## src/rtl/uart_pkg.sv

```systemverilog
// Shared types, widths and helpers for the UART receive controller.
package uart_pkg;

    localparam int unsigned BAUD_W     = 20;
    localparam int unsigned TIMEOUT_W  = 24;
    localparam int unsigned DATA_W     = 8;
    localparam int unsigned FRAME_BITS = 11;
    localparam int unsigned DRAIN_BITS = 16;

    typedef enum logic [1:0] {
        OFF   = 2'd0,
        RUN   = 2'd1,
        DRAIN = 2'd2
    } rx_ctrl_state_t;

    function automatic logic [TIMEOUT_W-1:0] sat_inc(input logic [TIMEOUT_W-1:0] v);
        return (&v) ? v : v + TIMEOUT_W'(1);
    endfunction

endpackage

```

## src/rtl/uart_rx_fifo.sv

```systemverilog
// Synchronous receive FIFO with a registered, write-through head (rd_data).
module uart_rx_fifo
    import uart_pkg::*;
#(
    parameter  int unsigned DEPTH = 16,
    localparam int unsigned AW    = $clog2(DEPTH)
) (
    input  logic              clk,
    input  logic              rst_n,
    input  logic              wr_en,
    input  logic [DATA_W-1:0] wr_data,
    input  logic              rd_en,
    output logic [DATA_W-1:0] rd_data,
    output logic [AW:0]       count,
    output logic              empty,
    output logic              full
);

    logic [DATA_W-1:0] mem [DEPTH];
    logic [AW-1:0]     wr_ptr;
    logic [AW-1:0]     rd_ptr;
    logic [AW-1:0]     rd_ptr_n;
    logic [AW:0]       count_n;
    logic              do_rd;
    logic              do_wr;

    always_comb begin
        do_rd    = rd_en && (count != '0);
        do_wr    = wr_en && ((count != (AW+1)'(DEPTH)) || do_rd);
        count_n  = count + (AW+1)'(do_wr) - (AW+1)'(do_rd);
        rd_ptr_n = rd_ptr + AW'(do_rd);
    end

    always_ff @(posedge clk) begin
        if (do_wr) begin
            mem[wr_ptr] <= wr_data;
        end
    end

    // Head register: bypass the write when the written entry becomes the head.
    always_ff @(posedge clk) begin
        if (!rst_n) begin
            wr_ptr  <= '0;
            rd_ptr  <= '0;
            count   <= '0;
            empty   <= 1'b1;
            full    <= 1'b0;
            rd_data <= '0;
        end else begin
            if (do_wr) begin
                wr_ptr <= wr_ptr + AW'(1);
            end
            rd_ptr <= rd_ptr_n;
            count  <= count_n;
            empty  <= (count_n == '0);
            full   <= (count_n == (AW+1)'(DEPTH));
            if (do_wr && (count == (AW+1)'(do_rd))) begin
                rd_data <= wr_data;
            end else if (count_n != '0) begin
                rd_data <= mem[rd_ptr_n];
            end
        end
    end

endmodule

```

## src/rtl/uart_rx_ctrl.sv

```systemverilog
// UART receive controller: OFF/RUN/DRAIN sequencing, receive FIFO, interrupts.
// Optional idle-timeout interrupt enabled by defining UART_RX_TIMEOUT_EN.
module uart_rx_ctrl
    import uart_pkg::*;
#(
    parameter  int unsigned DEPTH = 16,
    localparam int unsigned AW    = $clog2(DEPTH)
) (
    input  logic                 clk,
    input  logic                 rst_n,
    input  logic                 cfg_rx_en_i,
    input  logic [BAUD_W-1:0]    cfg_baudrate_i,
    input  logic [AW:0]          cfg_thresh_i,
    input  logic [TIMEOUT_W-1:0] cfg_timeout_i,
    input  logic                 irq_clr_i,
    output logic                 rx_en_o,
    output logic [BAUD_W-1:0]    baudrate_o,
    output logic                 full_o,
    input  logic [DATA_W-1:0]    rx_data_i,
    input  logic                 rx_valid_i,
    input  logic                 rd_en_i,
    output logic [DATA_W-1:0]    rd_data_o,
    output logic                 empty_o,
    output logic [AW:0]          count_o,
    output logic                 thresh_irq_o,
    output logic                 timeout_irq_o,
    output logic                 overrun_o
);

    rx_ctrl_state_t       state;
    rx_ctrl_state_t       state_n;
    logic                 rx_en_n;
    logic [BAUD_W-1:0]    baud_n;
    logic [TIMEOUT_W-1:0] since_valid;
    logic [TIMEOUT_W-1:0] drain_idle;
    logic [TIMEOUT_W-1:0] frame_win;
    logic [TIMEOUT_W-1:0] drain_lim;
    logic                 seen;
    logic                 recent;
    logic                 drain_done;
    logic                 wr_en;
    logic                 ovr_set;

    // A frame counts as recent if rx_valid was seen outside OFF within 11 bit times.
    always_comb begin
        frame_win  = TIMEOUT_W'(baudrate_o) * TIMEOUT_W'(FRAME_BITS);
        drain_lim  = TIMEOUT_W'(baudrate_o) * TIMEOUT_W'(DRAIN_BITS);
        recent     = rx_valid_i || (seen && (since_valid < frame_win));
        drain_done = drain_idle >= (drain_lim - TIMEOUT_W'(1));
    end

    always_ff @(posedge clk) begin
        if (!rst_n) begin
            state <= OFF;
        end else begin
            state <= state_n;
        end
    end

    always_comb begin
        state_n = state;
        case (state)
            OFF: begin
                if (cfg_rx_en_i && (cfg_baudrate_i != '0)) begin
                    state_n = RUN;
                end
            end
            RUN: begin
                if (!cfg_rx_en_i) begin
                    state_n = DRAIN;
                end
            end
            DRAIN: begin
                if (cfg_rx_en_i) begin
                    state_n = RUN;
                end else if (!recent || (drain_done && !rx_valid_i)) begin
                    state_n = OFF;
                end
            end
            default: state_n = OFF;
        endcase
    end

    always_comb begin
        rx_en_n = (state_n == RUN);
        baud_n  = baudrate_o;
        if (state == OFF) begin
            baud_n = cfg_baudrate_i;
        end
    end

    always_ff @(posedge clk) begin
        if (!rst_n) begin
            rx_en_o    <= 1'b0;
            baudrate_o <= '0;
        end else begin
            rx_en_o    <= rx_en_n;
            baudrate_o <= baud_n;
        end
    end

    // Frame history and drain idle tracking.
    always_ff @(posedge clk) begin
        if (!rst_n) begin
            seen        <= 1'b0;
            since_valid <= '0;
            drain_idle  <= '0;
        end else begin
            if (state == OFF) begin
                seen <= 1'b0;
            end else if (rx_valid_i) begin
                seen <= 1'b1;
            end
            since_valid <= rx_valid_i ? '0 : sat_inc(since_valid);
            drain_idle  <= ((state != DRAIN) || rx_valid_i) ? '0 : sat_inc(drain_idle);
        end
    end

    assign wr_en   = rx_valid_i && ((count_o != (AW+1)'(DEPTH)) || rd_en_i);
    assign ovr_set = rx_valid_i && (count_o == (AW+1)'(DEPTH)) && !rd_en_i;

    uart_rx_fifo #(
        .DEPTH (DEPTH)
    ) u_fifo (
        .clk     (clk),
        .rst_n   (rst_n),
        .wr_en   (wr_en),
        .wr_data (rx_data_i),
        .rd_en   (rd_en_i),
        .rd_data (rd_data_o),
        .count   (count_o),
        .empty   (empty_o),
        .full    (full_o)
    );

    always_ff @(posedge clk) begin
        if (!rst_n) begin
            overrun_o <= 1'b0;
        end else if (ovr_set) begin
            overrun_o <= 1'b1;
        end else if (irq_clr_i) begin
            overrun_o <= 1'b0;
        end
    end

    assign thresh_irq_o = (cfg_thresh_i != '0) && (count_o >= cfg_thresh_i);

`ifdef UART_RX_TIMEOUT_EN
    logic [TIMEOUT_W-1:0] idle_cnt;
    logic [TIMEOUT_W-1:0] idle_n;
    logic                 idle_clr;
    logic                 tmo_set;

    // Idle time only accrues while data sits unread with no traffic.
    always_comb begin
        idle_clr = rx_valid_i || rd_en_i || empty_o;
        idle_n   = idle_clr ? '0 : sat_inc(idle_cnt);
        tmo_set  = !idle_clr && (cfg_timeout_i != '0) && (idle_n == cfg_timeout_i);
    end

    always_ff @(posedge clk) begin
        if (!rst_n) begin
            idle_cnt      <= '0;
            timeout_irq_o <= 1'b0;
        end else begin
            idle_cnt <= idle_n;
            if (tmo_set) begin
                timeout_irq_o <= 1'b1;
            end else if (irq_clr_i) begin
                timeout_irq_o <= 1'b0;
            end
        end
    end
`else
    logic unused_timeout;
    assign unused_timeout = ^cfg_timeout_i;
    assign timeout_irq_o  = 1'b0;
`endif

endmodule

```

## config.mk

```make
export PLATFORM = sky130hd
export DESIGN_NAME = uart_rx_ctrl
export DESIGN_NICKNAME = d
export VERILOG_FILES = /design/src/rtl/uart_pkg.sv /design/src/rtl/uart_rx_fifo.sv /design/src/rtl/uart_rx_ctrl.sv
export SDC_FILE = /design/constraint.sdc
export NUM_CORES = 1
export LEC_CHECK = 0
export ABC_AREA = 1
export CAP_MARGIN = 0
export CORE_UTILIZATION = 35
export DETAILED_ROUTE_END_ITERATION = 12
export PLACE_DENSITY = 0.6
export SLEW_MARGIN = 20
export SYNTH_ARGS = -nofsm -noshare
export SYNTH_HDL_FRONTEND = slang
export SYNTH_HIERARCHICAL = 1
export SYNTH_SLANG_ARGS = --single-unit
```

## constraint.sdc

```tcl
create_clock -name clk -period 3.8 [get_ports clk]
set_input_delay 0.76 -clock clk [delete_from_list [all_inputs] [get_ports clk]]
set_output_delay 0.76 -clock clk [all_outputs]
set_load 0.1 [all_outputs]
```

**Word level (Yosys, flattened, before mapping)**

Memory sizes are Yosys's and may differ from the RTL's.
Index checks and enable logic that the tools add are counted.

- Register bits after elaboration: 96
- Word-level logic and storage cells: 76
- Memory bits (writable): 128
- Bits in latches: 0
- ROM bits: 0
- Memories kept: 1
- Bits of input ports: 63
- Output and inout port bits: 39

Memory list:

| name | depth | width | rd ports | clocked after memory_dff | write ports | line | source |
|---|---|---|---|---|---|---|---|
| u_fifo.mem | 16 | 8 | 1 | 0 | 1 | uart_rx_fifo.sv:19 | `logic [DATA_W-1:0] mem [DEPTH];` |

- Reductions and logical operators: 31
- Bitwise operators: 1
- Add/sub/neg operators: 7
- Eq/ne operators: 8
- $lt $le $gt $ge: 3
- Shifts and indexed selects: 0
- Divide/modulo/power cells: 0
- $mul: 1
- Multiplexer cells: 11

Operator list:

| operator | count |
|---|---|
| 24-bit by 1-bit adder with 24-bit output, second input constant | 2 |
| 24-bit AND reduction | 2 |
| 24-bit greater-or-equal comparator | 1 |
| 24-bit < comparator | 1 |
| 20-bit by 4-bit multiplier with 24-bit output, second input constant | 1 |
| 24-bit by 1-bit subtractor with 24-bit output, second input constant | 1 |
| 20-bit nonzero test | 1 |
| 8-bit 2-to-1 mux | 2 |
| 5-bit nonzero test | 3 |
| 5-bit == test, second input constant | 2 |
| 1-bit logical AND | 10 |
| 2-bit 2-to-1 mux | 4 |
| 2-bit case mux with 3 select lines | 1 |
| 2-bit OR reduction | 3 |
| 5-bit by 1-bit adder with 5-bit output | 1 |
| 5-bit by 1-bit == test with 1-bit output | 1 |
| 5-bit greater-or-equal comparator | 1 |
| 5-bit logical NOT | 1 |
| 1-bit logical OR | 5 |
| 5-bit inequality test, second input constant | 1 |
| 5-bit by 1-bit subtractor with 5-bit output | 1 |
| 4-bit by 1-bit adder with 4-bit output | 1 |
| 4-bit by 1-bit adder with 4-bit output, second input constant | 1 |
| 2-bit by 1-bit == test with 1-bit output, second input constant | 2 |
| other kinds (7) | 13 |

**Logic depth before layout (Yosys ltp)**

Gate-level depths: netlist of run 1.

- Word-level depth: 10
- Mapped depth: 24
- Mapped depth without buffers: 24

**By module**

The synthesis of run 1 kept the hierarchy.

By module, submodules not included:

| module | cells an instance | times used | area an instance (um2) | sequential area each (um2) |
|---|---|---|---|---|
| uart_rx_ctrl | 1027 | 1 | 7105.6 | 1461.4 |
| uart_rx_fifo | 692 | 1 | 6693.9 | 4304.1 |

**Least setup slack after synthesis of run 1**

OpenSTA, ideal clock, no wires.

- Path kind: register to register
- Start: register baudrate_o[3]
- End: register state[1]
- Library setup time: 64 ps
- Required time: 3736 ps
- Cell stages (with the launch flop): 22
- Period minus slack after synthesis: 4233 ps
- Slack: -433 ps
- Arrival time: 4170 ps
- Path buffers: 0
- Path through: dfxtp_1 -> ha_1 -> fa_1 -> ha_1 -> a21oi_1 -> nand2_1 -> a21boi_1 -> o21ai_0 -> a21oi_1 -> xor2_1 -> ha_1 -> nand2_1 -> inv_1 -> o21ai_0 -> nand2_1 -> a21oi_1 -> nand2_1 -> nand2_1 -> nand2_1 -> nand2_1 -> nand2_1 -> nor2_1

- Word-level cells in the longest chain between the ends: 9
- Elaborated cells on any way between the ends: 12
- Classes of those cells: 1 x add/sub; 1 x mul; 2 x order compare; 3 x mux; 5 x reduce/logical

RTL lines:

| item | line | source |
|---|---|---|
| from (decl) | uart_rx_ctrl.sv:17 | `output logic [BAUD_W-1:0] baudrate_o,` |
| from (signal assigned) | uart_rx_ctrl.sv:98 | `baudrate_o <= baud_n;` |
| 20-bit by 4-bit multiplier with 24-bit output | uart_rx_ctrl.sv:46 | `frame_win = TIMEOUT_W'(baudrate_o) * TIMEOUT_W'(FRAME_BITS);` |
| 24-bit < comparator | uart_rx_ctrl.sv:48 | `recent = rx_valid_i \|\| (seen && (since_valid < frame_win));` |
| 1-bit logical AND | uart_rx_ctrl.sv:48 |  |
| 1-bit logical OR | uart_rx_ctrl.sv:48 |  |
| 1-bit logical NOT | uart_rx_ctrl.sv:76 | `end else if (!recent \|\| (drain_done && !rx_valid_i)) begin` |
| 1-bit logical OR (*) | uart_rx_ctrl.sv:76 |  |
| 2-bit 2-to-1 mux (*) | uart_rx_ctrl.sv:76 |  |
| 2-bit 2-to-1 mux (*) | uart_rx_ctrl.sv:74 | `if (cfg_rx_en_i) begin` |
| 2-bit case mux with 3 select lines (*) | uart_rx_ctrl.sv:62 | `case (state)` |
| to (signal assigned) | uart_rx_ctrl.sv:56 | `state <= state_n;` |
| to (decl) | uart_rx_ctrl.sv:30 | `rx_ctrl_state_t state;` |

Every way passes the cells marked *; elsewhere a longest branch is shown, timed or not.
A chain may end at the register's enable or synchronous reset.

**Worst setup path after layout of run 1**

Same ends and word-level chain as after synthesis.

==> results of run 1 <==
==> report_power, final <==
part | switching (mW) | leakage [nW] | total (mW) | internal [mW]
logic | 2.95 | 5.33 | 4.45 | 1.50
clock network | 1.05 | 0.436 | 2.65 | 1.60
registers | 0.105 | 1.95 | 2.81 | 2.71
==> logic make-up after synthesis <==
family	synth area share (%)
other cells	0.0272
simple gates	25.9
fa+ha+maj	12.4
flops	41.8
compound gates	6.87
xor+xnor	3.59
buf+inv	9.38
==> stage by stage <==
step	cells	setup slack, ns
CTS	2415	0.0669
global placement	2367	-0.233
detailed placement	2367	-0.263
finish	2422	0.0792
global route	2422	-0.130
floorplan	1719	-0.221
==> worst max-delay path, stage by stage (launching register included) <==
cell	delay, ns
dfxtp_4	0.36
ha_1	0.27
inv_1	0.05
fa_1	0.50
inv_1	0.07
ha_4	0.32
nand2_2	0.09
o21ai_0	0.26
nand2_1	0.09
nand2_1	0.11
nand2_1	0.06
nand3_1	0.11
xor2_1	0.20
ha_1	0.27
nand4_1	0.13
a21oi_1	0.07
nor2_2	0.17
nand3_1	0.13
nor2_1	0.12
nand2_1	0.09
nand2_1	0.08
nand2_1	0.04
nor2_1	0.07
==> sequential cells by signal, summed over array words and instances, names as in the netlist <==
name            count
u_fifo/mem        128
overrun_o           1
state               2
since_valid        24
u_fifo/rd_ptr       4
u_fifo/full         1
rx_en_o             1
seen                1
u_fifo/empty        1
drain_idle         24
baudrate_o         20
u_fifo/wr_ptr       4
u_fifo/rd_data      8
u_fifo/count        5
==> synth_stat cells, types with 3 or more instances <==
master / instances / area [sq um]
nand2_1: 419 / 1570
inv_1: 294 / 1100
nand3_1: 156 / 781
edfxtp_1: 128 / 3840
ha_1: 108 / 1350
nor2_1: 104 / 390
a21oi_1: 96 / 480
dfxtp_1: 96 / 1920
o21ai_0: 64 / 320
xor2_1: 33 / 289
nand4_1: 32 / 200
nor3_1: 26 / 130
fa_1: 18 / 360
xnor2_1: 18 / 158
clkbuf_1: 16 / 60.1
buf_2: 15 / 75.1
or2_2: 14 / 87.6
nor4_1: 12 / 75.1
nor2_2: 7 / 43.8
inv_2: 5 / 18.8
a21o_1: 4 / 30.0
nand3_2: 4 / 40.0
nor3_2: 4 / 40.0
o21bai_1: 4 / 30.0
a31oi_1: 3 / 18.8
nor2_4: 3 / 33.8
nor3b_1: 3 / 22.5
o21a_1: 3 / 22.5
==> layer usage <==
metal  track usage (%)  vias to the layer above  share of wire [%]
met1              22.6                     5424                 45
met2              29.9                      254                 48
met3              2.71                       58                5.2
li1                  -                     5933                  -
met4              4.31                        2                2.1
met5                 0                        -              0.048
==> worst paths after layout <==
path | end | cells past startpoint
setup / recovery | state[1] | 22
hold / removal | overrun_o | 2
setup reg to reg | state[1] | 22
hold reg to reg | overrun_o | 2
==> what timing repair did <==
action | 4_1_cts | 5_1_grt
pin swaps | 10 | 53
endpoints found under the setup margin | 1 | 1
buffers inserted | 1 | 7
gates resized for setup | 34 | 99
==> cell type report <==
class / instances / area share (%)
inverters: 299 / 6.50
clock inverters: 20 / 1.45
well taps: 518 / 3.75
multi-input cells: 1161 / 42.1
clock buffers: 28 / 3.81
repair buffers: 172 / 8.70
flip-flops and latches: 224 / 33.7
==> flow_summary.ini, run 1 <==
[outcome]
status = finished, final reports clean

[clock_network]
clock-sinks = 224
cts_root_buf = clkbuf_16
cts_made_buffers = 26
h-tree-depth = 1
clk_path_buf_depth = 3
cts_tree = done
clock_latency_ns = 0.54
hold_buffers = 0
clkTransAtPathRegs_ns = 0.06

[synth]
synthDistinctLibCells = 49
synth_seq_area_share_pct = 41.8
ys.flop_type = edfxtp_1
async_flop_share_pct = 0
syn_nets = 1908
synth_edf_count = 128
avgSynthCellArea_sq_um = 8.03
syn_inst = 1719
synth-seq-cells = 224
syn_area_sq_um = 13800
yosysWarnings = 6

[grt]
antenna_found_initial = 1
grt_usage_pct = 17.3
grt_max_degree = 40
grt_first_pass_wirelength_um = 57100
grt_pass1_vias = 11200
grt_remaining_overflow = 0

[min_path]
min_path_type = register to register
min_from = overrun_o

[detailed_routing]
via_per_inst = 4.82
drt_pass1_iterations = 5
num_vias = 11700
wl_per_cell_um = 14.7
first_iter_violations = 644
ant_nets = 0
drc = 0
finalWirelength_um = 35500

[critical_path]
cp-start-kind = register
cp.arrival_ns = 4.19
r2r_slack_ns = 0.08
crit_path_start = baudrate_o[3]
crit_path_end_kind = register
worstPathRequired_ns = 4.27
regToRegStartpoint = baudrate_o[3]
path_class = register to register
critPathMaxFanout = 4

[floorplan]
die_area_sq_um = 40200
num_rows = 72
num_io_pins = 102
core_area_sq_um = 38700
start_util_pct = 35.6
die_y_um = 201
die_w_um = 201

[cells_and_area]
area_growth_syn_to_layout_pct = 25.1
drive_gt1_share_pct = 15.5
regArea_sq_um = 5810
final_common_cell = nand2_1
post-route-util_pct = 44.6
final_cell_mix = 402 x nand2_1, 284 x inv_1, 155 x nand3_1
nFillCells = 3820
multiInputGateArea_sq_um = 7280
stdcell_area_sq_um = 17300
n_antenna_cell = 0
fin_nets = 2073

[sta]
setup_viol = 0
max_freq_mhz = 269
final-hold-violation-count = 0
fin_crit_ns = 3.72
setup_tns_ns = 0
tightest_slew_ns = 1.02
rsz0062_at_grt = true
slew_violations = 0
final.setup_skew_ns = 0.0111
slew-limit-headroom_pct = 31.6
min_period_over_period_pct = 97.9
fin_hold_ws_ns = 0.470

[placement]
gp_congestion = 0.861
place_area_sq_um = 15700
io_buffers = 76
dp_hpwl_um = 25600

[pwr]
p_per_area_nw_per_um2 = 574
power_mw = 9.92
power.leakage_nw = 7.72
irDropWorstVdd_mv = 0.362

[run]
maxCapViolations = 0
Power figures use the tool's default switching activity.
==> run 2: changes to the inputs <==
==> constraint.sdc (replaced) <==
create_clock -name clk -period 4.6 [get_ports clk]
set_input_delay 0.92 -clock clk [delete_from_list [all_inputs] [get_ports clk]]
set_output_delay 0.92 -clock clk [all_outputs]
set_load 0.1 [all_outputs]
==> run 2 against run 1 <==
Combinational power is 29% lower. Critical path type unchanged. Clock-buffer cell count is 3 higher. Flip-flop and latch count stayed put.
==> flow_summary.ini, run 2 (synthesis results as in run 1) <==
[outcome]
status = finished, final reports clean

[critical_path]
r2r_cells = 22
crit_chain = ha_1 -> fa_1 -> ha_1 -> a21oi_1 -> nand2_1 -> a21boi_1 -> o21ai_0 -> nand3_1 -> nand2_1 -> xnor2_1 -> ha_1 -> nand2_1 -> nand2_1 -> nand2_1 -> a21oi_1 -> nor2_1 -> nand3_1 -> nor2_1 -> nand2_1 -> nand2_1 -> nand2_1 -> nor2_1
cp-start-kind = register
path_class = register to register
r2r_slack_ns = 0.45
worstPathRequired_ns = 5.09
path_buf_inv = 0
critPathMaxFanout = 8
cp_slowest_stage_delay_ns = 0.51
crit_path_start = baudrate_o[3]
cp.arrival_ns = 4.64
critPathSlowestCell = dfxtp_1
crit_path_end_kind = register
regToRegStartpoint = baudrate_o[3]
regToRegEndpoint = state[1]
critPathTopFamily = adder cells
critical_path.most_common_cell = nand2_1

[floorplan]
core_area_sq_um = 38700
num_rows = 72
start_util_pct = 35.6
num_io_pins = 102
die_area_sq_um = 40200
die_y_um = 201
die_w_um = 201

[pwr]
power.share.clock_pct = 28.9
intPower_mw = 4.55
power.leakage_nw = 7.21
power.switching_mw = 3.20
pwr-share-seq_pct = 30.1
p_per_area_nw_per_um2 = 483
combPwrFrac_pct = 40.9
p_sw_share_pct = 41.3
irDropWorstVdd_mv = 0.294

[clock_network]
clkTransAtPathRegs_ns = 0.06
clk_path_buf_depth = 3
cts_tree = done
h-tree-depth = 1
clock-sinks = 224
cts_root_buf = clkbuf_16
cts_made_buffers = 27
clock_latency_ns = 0.56
hold_buffers = 0

[detailed_routing]
drc = 0
num_vias = 11300
finalWirelength_um = 34400
ant_nets = 0
wl_per_cell_um = 14.7
first_iter_violations = 558
via_per_inst = 4.84
drt_pass1_iterations = 7

[grt]
grt_remaining_overflow = 0
grt_usage_pct = 17.2
grt_max_degree = 66
antenna_found_initial = 1
grt_pass1_vias = 11000
grt_first_pass_wirelength_um = 56600

[sta]
min_period_over_period_pct = 90.3
rsz0062_at_grt = false
max_freq_mhz = 241
slew-limit-headroom_pct = 26.4
fin_crit_ns = 4.15
setup_tns_ns = 0
setup_viol = 0
tightest_slew_ns = 1.10
final.setup_skew_ns = 0.00976
final-hold-violation-count = 0
slew_violations = 0

[cells_and_area]
largest_reg_flops = 128
drive_gt1_share_pct = 5.66
nFillCells = 3932
final_common_cell = nand2_1
fin_nets = 1987
regMostFlops = u_fifo/mem
area_growth_syn_to_layout_pct = 16.3
final_cell_mix = 419 x nand2_1, 294 x inv_1, 156 x nand3_1
n_antenna_cell = 0
reg_top3 = u_fifo/mem: 128 flops, drain_idle: 24 flops, since_valid: 24 flops
stdcell_area_sq_um = 16100

[placement]
place_area_sq_um = 15100
io_buffers = 76
dp_hpwl_um = 24900
gp_congestion = 0.865

[min_path]
holdPathStages = 2
min_path_type = register to register
min_from = overrun_o
hold_end = overrun_o

[run]
maxCapViolations = 0
## run 2: changes by cell type in the layout (fill, tap and decap cells not counted), moves of 17 or more
cell	change
buf_4	-88
a21oi_1	+18
dfxtp_1	+17
ha_1	+18
ha_4	-17
nand2_1	+17
## run 2: worst max path at each step
stage,endpoint,slack (ns),cells after the start
2_1_floorplan,state[1],0.37,21
6_report,state[1],0.45,22
3_5_place_dp,state[1],0.41,22
5_1_grt,state[1],0.06,21
3_3_place_gp,state[1],0.49,22
4_1_cts,state[1],0.40,22
## run 2: repair_timing
action	in CTS	in global routing
endpoints found under the setup margin	0	1
buffers inserted	0	0
hold endpoints to repair	0	0
gates resized for setup	0	1
## run 2: tightest hold or removal path, cell delays in order, from the launching register on
cell and delay, ns:
dfxtp_1 0.31, nand2_1 0.06, a21oi_1 0.05
## run 2: per-stage QoR
| step | utilization [%] | cells | hold slack [ns] | setup WS, ns | power, mW |
|---|---|---|---|---|---|
| 2_1_floorplan | - | 1719 | 0.456 | 0.367 | 4.74 |
| 3_3_place_gp | 39.0 | 2287 | 0.463 | 0.486 | 5.53 |
| 3_5_place_dp | 39.0 | 2287 | 0.465 | 0.407 | 5.57 |
| 4_1_cts | 41.4 | 2337 | 0.473 | 0.396 | 7.85 |
| 5_1_grt | 41.4 | 2337 | 0.496 | 0.0606 | 8.30 |
| 6_report | 41.4 | 2337 | 0.466 | 0.445 | 7.75 |
## run 2: routing by layer
| layer | vias to the layer above | GRT usage, % | share of wire [%] |
|---|---|---|---|
| met3 | 58 | 3.10 | 6.3 |
| met2 | 289 | 29.0 | 46 |
| li1 | 5755 | - | - |
| met1 | 5201 | 22.5 | 45 |
| met4 | 2 | 4.96 | 2.7 |
| met5 | - | 0 | 0.038 |
## run 2: final cells by class
class | count | area (sq um) | area share (%)
Inverter | 299 | 1120 | 6.99
Timing Repair Buffer | 85 | 838 | 5.22
Clock inverter | 19 | 240 | 1.50
Clock buffer | 31 | 691 | 4.30
Sequential cell | 224 | 5770 | 35.9
Tap cell | 518 | 648 | 4.04
Multi-Input combinational cell | 1161 | 6750 | 42.0
## run 2: power groups by stage
stage	clock [mW]	combinational [mW]	sequential, mW
after global placement	0	3.15	2.38
after detailed placement	0	3.19	2.38
after global routing	2.38	3.57	2.35
after floorplan	0	1.90	2.85
after CTS	2.30	3.21	2.34
final	2.24	3.17	2.34
==> variant, RTL diff (settings of run 2) <==
The option `UART_RX_TIMEOUT_EN` is turned on by a define.
--- a/src/rtl/uart_rx_ctrl.sv
+++ b/src/rtl/uart_rx_ctrl.sv
@@ -2,2 +2,4 @@
 // Optional idle-timeout interrupt enabled by defining UART_RX_TIMEOUT_EN.
+`define UART_RX_TIMEOUT_EN
+
 module uart_rx_ctrl
Check against the original RTL: not equivalent (a bounded check fails within 4 cycles, from zero or initial values and one cycle with rst_n low).
==> variant against run 2 <==
Global-route usage rose by 1.1 points; total power rose by 2.9%; setup slack got worse by 30 ps; final area rose by 12%; routed wire length rose by 18%; first-iteration DRC count rose by 47%; synthesized area rose by 12%; sequential cell count rose by 25; via count rose by 16%; sequential share of layout area fell by 1.1 points; critical path depth rose by 1; critical path type unchanged; critical endpoint unchanged; highest routed layer is now met4.
==> variant: results (changes against run 2) <==
- Run status: completed
- WL met3: 2.10 mm (-3.8%)
- Vias: 13113 (+16%)
- Largest stage delay, worst path: 490 ps (-20 ps)
- Reg-to-Reg Start: baudrate_o[4]
- Met2 routed WL: 18.9 mm (+19%)
- IO buf count: 101 (+33%)
- First-pass GRT wire length: 65.3 mm (+15%)
- Lkg Pwr: 8.06 nW (+12%)
- CP max-delay cell: fa_1
- Compound-Gate Fraction of Synth Area: 7.23% (+0.35 points)
- RD Place Congestion: 0.866 (+0.14%)
- Grt met2 use: 30.9% (+2.0 points)
- Clock skew: 27.3 ps (+17.6 ps)
- Wirelength, routed: 40.7 mm (+18%)
- Mapped Nets: 2183 (+14%)
- R2R Setup Slk: 420 ps (-30 ps)
- Post-Synth XOR/XNOR Area: 3.66% (+0.071 points)
- HPWL after DPL: 30.4 mm (+22%)
- FILL cells: 4368 (+11%)
- Worst slew pin tran: 1110 ps (+14.4 ps)
- DRT iter0 DRCs: 819 (+47%)
- Max FO, Critical Path: 6 (-2)
- Netlist cell types: 51 (+4.1%)
- VDD IR-drop max: 0.000294 V (about the same)
variant: area by class of cell:
type                            count  area share [%]
Timing Repair Buffer              114            6.14
Tap cell                          585            4.06
Clock inverter                     13           0.799
Inverter                          342            7.13
Clock buffer                       39            4.29
Sequential cell                   249            34.8
Multi-Input combinational cell   1358            42.8
variant: stage by stage:
step / power [W] / area [um^2] / setup WS, ps / hold slack, ps / utilization, %
global route: 0.00848 / 18000 / 21.1 / 499 / 41.6
global placement: 0.00571 / 17100 / 477 / 461 / 39.5
detailed placement: 0.00576 / 17100 / 352 / 461 / 39.5
floorplan: 0.00490 / 15400 / 74.2 / 449 / -
CTS: 0.00803 / 18000 / 328 / 472 / 41.6
finish: 0.00798 / 18000 / 415 / 471 / 41.6
variant: cell families (layout without fill, tap and decap cells):
| kind of cell | count (synthesis) | count (layout) |
|---|---|---|
| AOI/OAI and AO/OA | 208 | 208 |
| adders and majority gates | 127 | 127 |
| and+or+nand+nor | 961 | 961 |
| buffers and inverters | 386 | 508 |
| DFF | 249 | 249 |
| xor gates and xnor gates | 62 | 62 |
variant: worst max path at each step:
stage / slack [ps] / depth (start not counted) / to / from
2_1_floorplan: 70 / 22 / state[1] / baudrate_o[1]
3_3_place_gp: 480 / 22 / state[1] / baudrate_o[3]
3_5_place_dp: 350 / 22 / state[1] / baudrate_o[3]
4_1_cts: 330 / 22 / state[1] / baudrate_o[3]
5_1_grt: 20 / 23 / state[1] / baudrate_o[6]
6_report: 420 / 23 / state[1] / baudrate_o[4]
variant: power breakdown:
group          switching (W)  internal (W)  total (W)
combinational        0.00224      0.000947    0.00319
sequential         0.0000954       0.00245    0.00255
clock               0.000957       0.00129    0.00224
total                0.00329       0.00469    0.00798
